$ cat config.mk
export PLATFORM = sky130hd
export DESIGN_NAME = decode
export DESIGN_NICKNAME = d
export VERILOG_FILES = /design/src/rtl/decode.sv
export SDC_FILE = /design/constraint.sdc
export NUM_CORES = 2
export LEC_CHECK = 0
export BUFFER_PORTS_ARGS = -buffer_cell sky130_fd_sc_hd__buf_2
export CAP_MARGIN = 20
export CORE_UTILIZATION = 56
export CTS_CLUSTER_DIAMETER = 60
export CTS_CLUSTER_SIZE = 12
export DETAILED_ROUTE_END_ITERATION = 8
export PLACE_DENSITY = 0.69
export RECOVER_POWER = 100
export SLEW_MARGIN = 25
export SYNTH_ARGS = -nofsm -noshare
export SYNTH_HDL_FRONTEND = slang
export SYNTH_SLANG_ARGS = --single-unit
$ cat constraint.sdc
create_clock -name clk -period 39.5 [get_ports clk]
set_input_delay 3.95 -clock clk [delete_from_list [all_inputs] [get_ports clk]]
set_output_delay 3.95 -clock clk [all_outputs]
set_load 0.01 [all_outputs]
$ cat src/rtl/decode.sv
// -----------------------------------------------------------------------------
// decode -- single-cycle RV32I integer ALU decode/execute unit.
//
// One instruction word is sampled on every rising clock edge. Operands come
// combinationally from an internal 32 x N register file (2 read, 1 write);
// the ALU value is written back to rd and presented on a registered output.
// A dependent instruction on the next cycle sees the updated register.
//
// Ports:
//   clk      in   1   rising-edge clock
//   rst      in   1   asynchronous, active-high reset
//   opcode   in   32  RV32 instruction word
//   result   out  N   registered ALU result of the last executed instruction
//   illegal  out  1   registered; 1 when the last sampled word was unsupported
//
// Build option:
//   REG_SEED_EN  defined   -> reset loads xi with i (x0 stays 0)
//                undefined -> reset clears every register to 0
// -----------------------------------------------------------------------------
module decode #(
  parameter int N = 32
) (
  input  logic          clk,
  input  logic          rst,
  input  logic [31:0]   opcode,
  output logic [N-1:0]  result,
  output logic          illegal
);

  localparam logic [6:0] MAJ_OP     = 7'b0110011;
  localparam logic [6:0] MAJ_OP_IMM = 7'b0010011;
  localparam logic [6:0] MAJ_LUI    = 7'b0110111;
  localparam logic [6:0] F7_BASE    = 7'b0000000;
  localparam logic [6:0] F7_ALT     = 7'b0100000;

  logic [N-1:0] regs_q [32];
  logic [N-1:0] result_q, result_d;
  logic         illegal_q, illegal_d;

  logic [6:0]   major;
  logic [4:0]   rd, rs1, rs2, shamt;
  logic [2:0]   funct3;
  logic [6:0]   funct7;
  logic         is_op, alt, legal;
  logic [N-1:0] opa, opb, imm_i, alu;
  logic signed [N-1:0] opa_s, opb_s, lui_val;
  logic signed [31:0]  lui32;

  assign major  = opcode[6:0];
  assign rd     = opcode[11:7];
  assign funct3 = opcode[14:12];
  assign rs1    = opcode[19:15];
  assign rs2    = opcode[24:20];
  assign funct7 = opcode[31:25];

  assign is_op  = (major == MAJ_OP);
  // funct7 bit 5 selects SUB (register form only) and the arithmetic shifts.
  assign alt    = (funct7 == F7_ALT);

  assign imm_i  = N'($signed(opcode[31:20]));
  assign lui32  = $signed({opcode[31:12], 12'b0});
  assign lui_val = N'(lui32);

  // x0 is never written, but the read is still forced to zero so it cannot
  // depend on the array contents.
  assign opa    = (rs1 == 5'd0) ? '0 : regs_q[rs1];
  assign opb    = is_op ? ((rs2 == 5'd0) ? '0 : regs_q[rs2]) : imm_i;
  assign opa_s  = $signed(opa);
  assign opb_s  = $signed(opb);
  assign shamt  = opb[4:0];

  always_comb begin
    legal = 1'b0;
    alu   = '0;
    if (major == MAJ_LUI) begin
      legal = 1'b1;
      alu   = $unsigned(lui_val);
    end else if (is_op || major == MAJ_OP_IMM) begin
      // Legality of funct7: register ops need 0000000 except SUB/SRA;
      // immediate ops only constrain funct7 for the shifts.
      if (is_op)
        legal = (funct7 == F7_BASE) || (alt && (funct3 == 3'b000 || funct3 == 3'b101));
      else if (funct3 == 3'b001)
        legal = (funct7 == F7_BASE);
      else if (funct3 == 3'b101)
        legal = (funct7 == F7_BASE) || alt;
      else
        legal = 1'b1;

      case (funct3)
        3'b000:  alu = (is_op && alt) ? opa - opb : opa + opb;
        3'b001:  alu = opa << shamt;
        3'b010:  alu = N'(opa_s < opb_s);
        3'b011:  alu = N'(opa < opb);
        3'b100:  alu = opa ^ opb;
        3'b101:  alu = alt ? $unsigned(opa_s >>> shamt) : opa >> shamt;
        3'b110:  alu = opa | opb;
        default: alu = opa & opb;
      endcase
    end
  end

  always_comb begin
    result_d  = result_q;
    illegal_d = 1'b1;
    if (legal) begin
      result_d  = alu;
      illegal_d = 1'b0;
    end
  end

  always_ff @(posedge clk or posedge rst) begin
    if (rst) begin
      result_q  <= '0;
      illegal_q <= 1'b0;
    end else begin
      result_q  <= result_d;
      illegal_q <= illegal_d;
    end
  end

  always_ff @(posedge clk or posedge rst) begin
    if (rst) begin
      for (int i = 0; i < 32; i++) begin
`ifdef REG_SEED_EN
        regs_q[i] <= N'(i);
`else
        regs_q[i] <= '0;
`endif
      end
    end else if (legal && rd != 5'd0) begin
      regs_q[rd] <= alu;
    end
  end

  assign result  = result_q;
  assign illegal = illegal_q;

endmodule

==> flow_metrics.py <==
metrics = {
    "run_status": {
        "status": "finished with violations",
        "violations": "capacitance limit, slew limit",
    },
    "yosys": {
        "syn_nets": 6421,
        "syn-instance-count": 6288,
        "netlist.area_leader.share": 0.4121,
        "ys_top_cells_by_area": "dfrtp_1, mux4_2, o21ai_0",
        "yosys_most_used_dff": "dfrtp_1",
        "synth_compound_area_frac": 0.1778,
        "synth_cell_types": 104,
        "yosys.area_share.simple": 0.1132,
        "yosysTopAreaCell": "dfrtp_1",
        "synth_top_family_by_area": "multiplexers",
        "yosys.area_share.adder": 0.01953,
        "ys_warn_count": 0,
        "async_reset_ff_frac": 1.000,
        "synth-xor-area-share": 0.002047,
        "syn_avg_cell_area_um2": 10.21,
        "muxShareOfSynthArea": 0.2219,
        "ys_seq_area_frac": 0.4121,
        "synthesis.area_mm2": 0.06418,
        "synth-edff-count": 0,
        "ys_ff_latch": 1057,
    },
    "power_and_ir_drop": {
        "irDropWorstVdd_mv": 0.04220,
        "power.density_mw_per_mm2": 33.91,
        "p_total_w": 0.002304,
        "p_leak_nw": 28.12,
    },
    "critical_path": {
        "worstSetupPathType": "in -> reg",
        "rr_startpoint": "regs_q[512]",
        "crit_start": "opcode[15]",
        "end_kind": "flip-flop",
        "path_max_fanout": 72,
        "required_ns": 40.02,
        "start_kind": "input pin",
        "critPathArrivalTime_ns": 21.34,
    },
    "clocking": {
        "cts_num_sinks": 1057,
        "cts_setup_buffers": 0,
        "cts_resized": 0,
        "cts_buffers": 103,
        "cts_max_path_buffers": 3,
        "hold_buffers": 0,
        "htreeDepth": 3,
        "cts_tree": "done",
        "clk_pin_slew_ns": 0.06,
        "root_buffer": "clkbuf_16",
        "worstSkewPairLatency_ns": 0.75,
    },
    "min_path": {
        "hold_path.class": "reg -> reg",
        "hold_start": "regs_q[992]",
    },
    "finish": {
        "synthToLayoutAreaGrowth_pct": 5.860,
        "multi_input_area_mm2": 0.03466,
        "regArea_mm2": 0.02645,
        "final_cell_area_mm2": 0.06794,
        "nets": 6118,
        "nFillCells": 9470,
        "layout-drive-gt1-share": 0.1754,
    },
    "routing": {
        "wire_per_inst_um": 32.46,
        "ant_nets": 0,
        "firstDrtPassIters": 8,
        "dr_total_vias": 54410,
        "initialDrtViolationCount": 7357,
        "drc": 0,
        "routed_via_density": 7.243,
        "routed_wl_um": 243900,
    },
    "global_route": {
        "antenna_found_initial": 12,
        "grt_use_met3": 0.1316,
        "use_met2": 0.5969,
        "grt_usage": 0.4225,
        "grt.busiest_layer": "met2",
        "grt_pass1_vias": 51930,
        "grt_max_degree": 170,
        "grt_use_met1": 0.5814,
        "grt-ovfl-total": 0,
        "grt_pass1_wl_um": 357800,
    },
    "timing": {
        "hold_viol": 0,
        "timing.final.crit_share": 0.5270,
        "max-slew-margin-rel": -4.987,
        "setup_viol": 0,
        "slew_viol_final": 2133,
        "fin_setup_tns_ns": 0,
        "fmax_mhz": 48.03,
        "period_needed_ns": 20.82,
        "rsz0062_at_grt": "no",
        "tightestPinTransition_ns": 8.980,
        "finClkSkew_ns": 0.09856,
    },
    "floorplan": {
        "coreArea_mm2": 0.1131,
        "dieArea_mm2": 0.1160,
        "ioPinCount": 67,
        "std_cell_rows": 123,
        "start_util": 0.5674,
        "die_h_um": 340.5,
        "die_w_um": 340.5,
    },
    "place": {
        "io_buffers": 66,
        "dpl.hpwl_um": 154100,
        "placed_cell_area_mm2": 0.06522,
        "place_congestion": 1.063,
    },
    "run": {
        "cap_viol_max_count": 44,
    },
}
## state kept, by name, indices dropped and copies added, names as in the netlist
register	cells
regs_q	1024
result	32
illegal	1
## stage by stage
stage	hold slack, ns	worst slack [ns]	utilization	instances
4_1_cts	0.3807	28.07	0.6026	7503
3_5_place_dp	0.3652	27.35	0.5765	7378
6_report	0.3758	18.68	0.6006	7513
3_3_place_gp	0.3618	27.42	0.5765	7378
5_1_grt	0.3871	17.31	0.6005	7507
2_1_floorplan	0.4246	5.798	-	6288
## critical path, cell delays in order
cell and delay [ns]:
clkbuf_1 4.40, clkbuf_1 3.22, clkbuf_1 2.69, mux4_1 0.78, a22oi_1 0.20, nand2_1 0.07, a22oi_1 1.04, inv_1 0.17
ha_1 0.51, and2_0 0.24, o21ai_0 0.11, nand2_1 0.07, o21ai_0 0.33, a211oi_1 0.71, a31oi_1 0.28, o311a_1 0.40
a211oi_1 0.23, nand3_1 0.12, a22oi_1 0.38, clkbuf_1 1.02, o21ai_0 0.28
## layer usage
layer	routed length, um	share of wire
met1	91990	0.38
met2	103500	0.42
met3	31520	0.13
met4	16790	0.069
met5	113	0.00046
## final cells by class
cell class | count | share of cell area
clock buffer | 107 | 0.03860
inverter | 100 | 0.005598
antenna | 8 | 0.0002947
sequential | 1057 | 0.3893
multi-input combinational | 4468 | 0.5102
clock inverter | 18 | 0.004807
tap | 1500 | 0.02762
timing repair buffer | 255 | 0.02361
## synth_stat cells, drive strengths merged (23+ instances only)
| library cell | number |
|---|---|
| nand2 | 959 |
| o211ai | 25 |
| mux2 | 75 |
| nor2 | 409 |
| buf | 199 |
| dfrtp | 1057 |
| a31oi | 102 |
| ha | 97 |
| nor3 | 84 |
| o21ai | 881 |
| a211oi | 53 |
| mux4 | 562 |
| a21o | 29 |
| o22ai | 53 |
| a22oi | 103 |
| nand3 | 99 |
| a21oi | 384 |
| inv | 98 |
| mux2i | 69 |
| o31ai | 117 |
| clkbuf | 464 |
| nor4 | 23 |
## worst paths after layout
check,to,slack [ns],depth (start not counted)
worst max-delay path,regs_q[252],18.68,21
worst min-delay path,regs_q[992],0.38,0
worst max register to register,regs_q[252],31.71,20
worst min register to register,regs_q[992],0.38,0
max in group asynchronous,regs_q[708],21.24,4
min in group asynchronous,result[13],4.93,2
## cell families (layout without fill, tap and decap cells)
family,Yosys count,in the layout
AOI/OAI and AO/OA,1923,1923
xor gates and xnor gates,15,15
buffers and inverters,763,480
muxes,706,706
and+or+nand+nor,1725,1725
other,0,8
DFF,1057,1057
adders and majority gates,99,99
## where the power goes
group	internal, W	switching [W]
sequential	0.00109	0.00000445
clock	0.000493	0.000434
combinational	0.0000792	0.000204
## placed cells by master (no fill, tap or decap), drive strengths merged, types with 22 or more instances in the layout
| cell | Yosys | routed |
|---|---|---|
| a211oi | 53 | 53 |
| a21o | 29 | 29 |
| a21oi | 384 | 384 |
| a22oi | 103 | 103 |
| a31oi | 102 | 102 |
| and2 | 22 | 22 |
| buf | 199 | 177 |
| clkbuf | 464 | 185 |
| dfrtp | 1057 | 1057 |
| ha | 97 | 97 |
| inv | 98 | 100 |
| mux2 | 75 | 75 |
| mux2i | 69 | 69 |
| mux4 | 562 | 562 |
| nand2 | 959 | 959 |
| nand3 | 99 | 99 |
| nor2 | 409 | 409 |
| nor3 | 84 | 84 |
| nor4 | 23 | 23 |
| o211ai | 25 | 25 |
| o21a | 22 | 22 |
| o21ai | 881 | 881 |
| o22ai | 53 | 53 |
| o31ai | 117 | 117 |
Power figures use the tool's default switching activity.
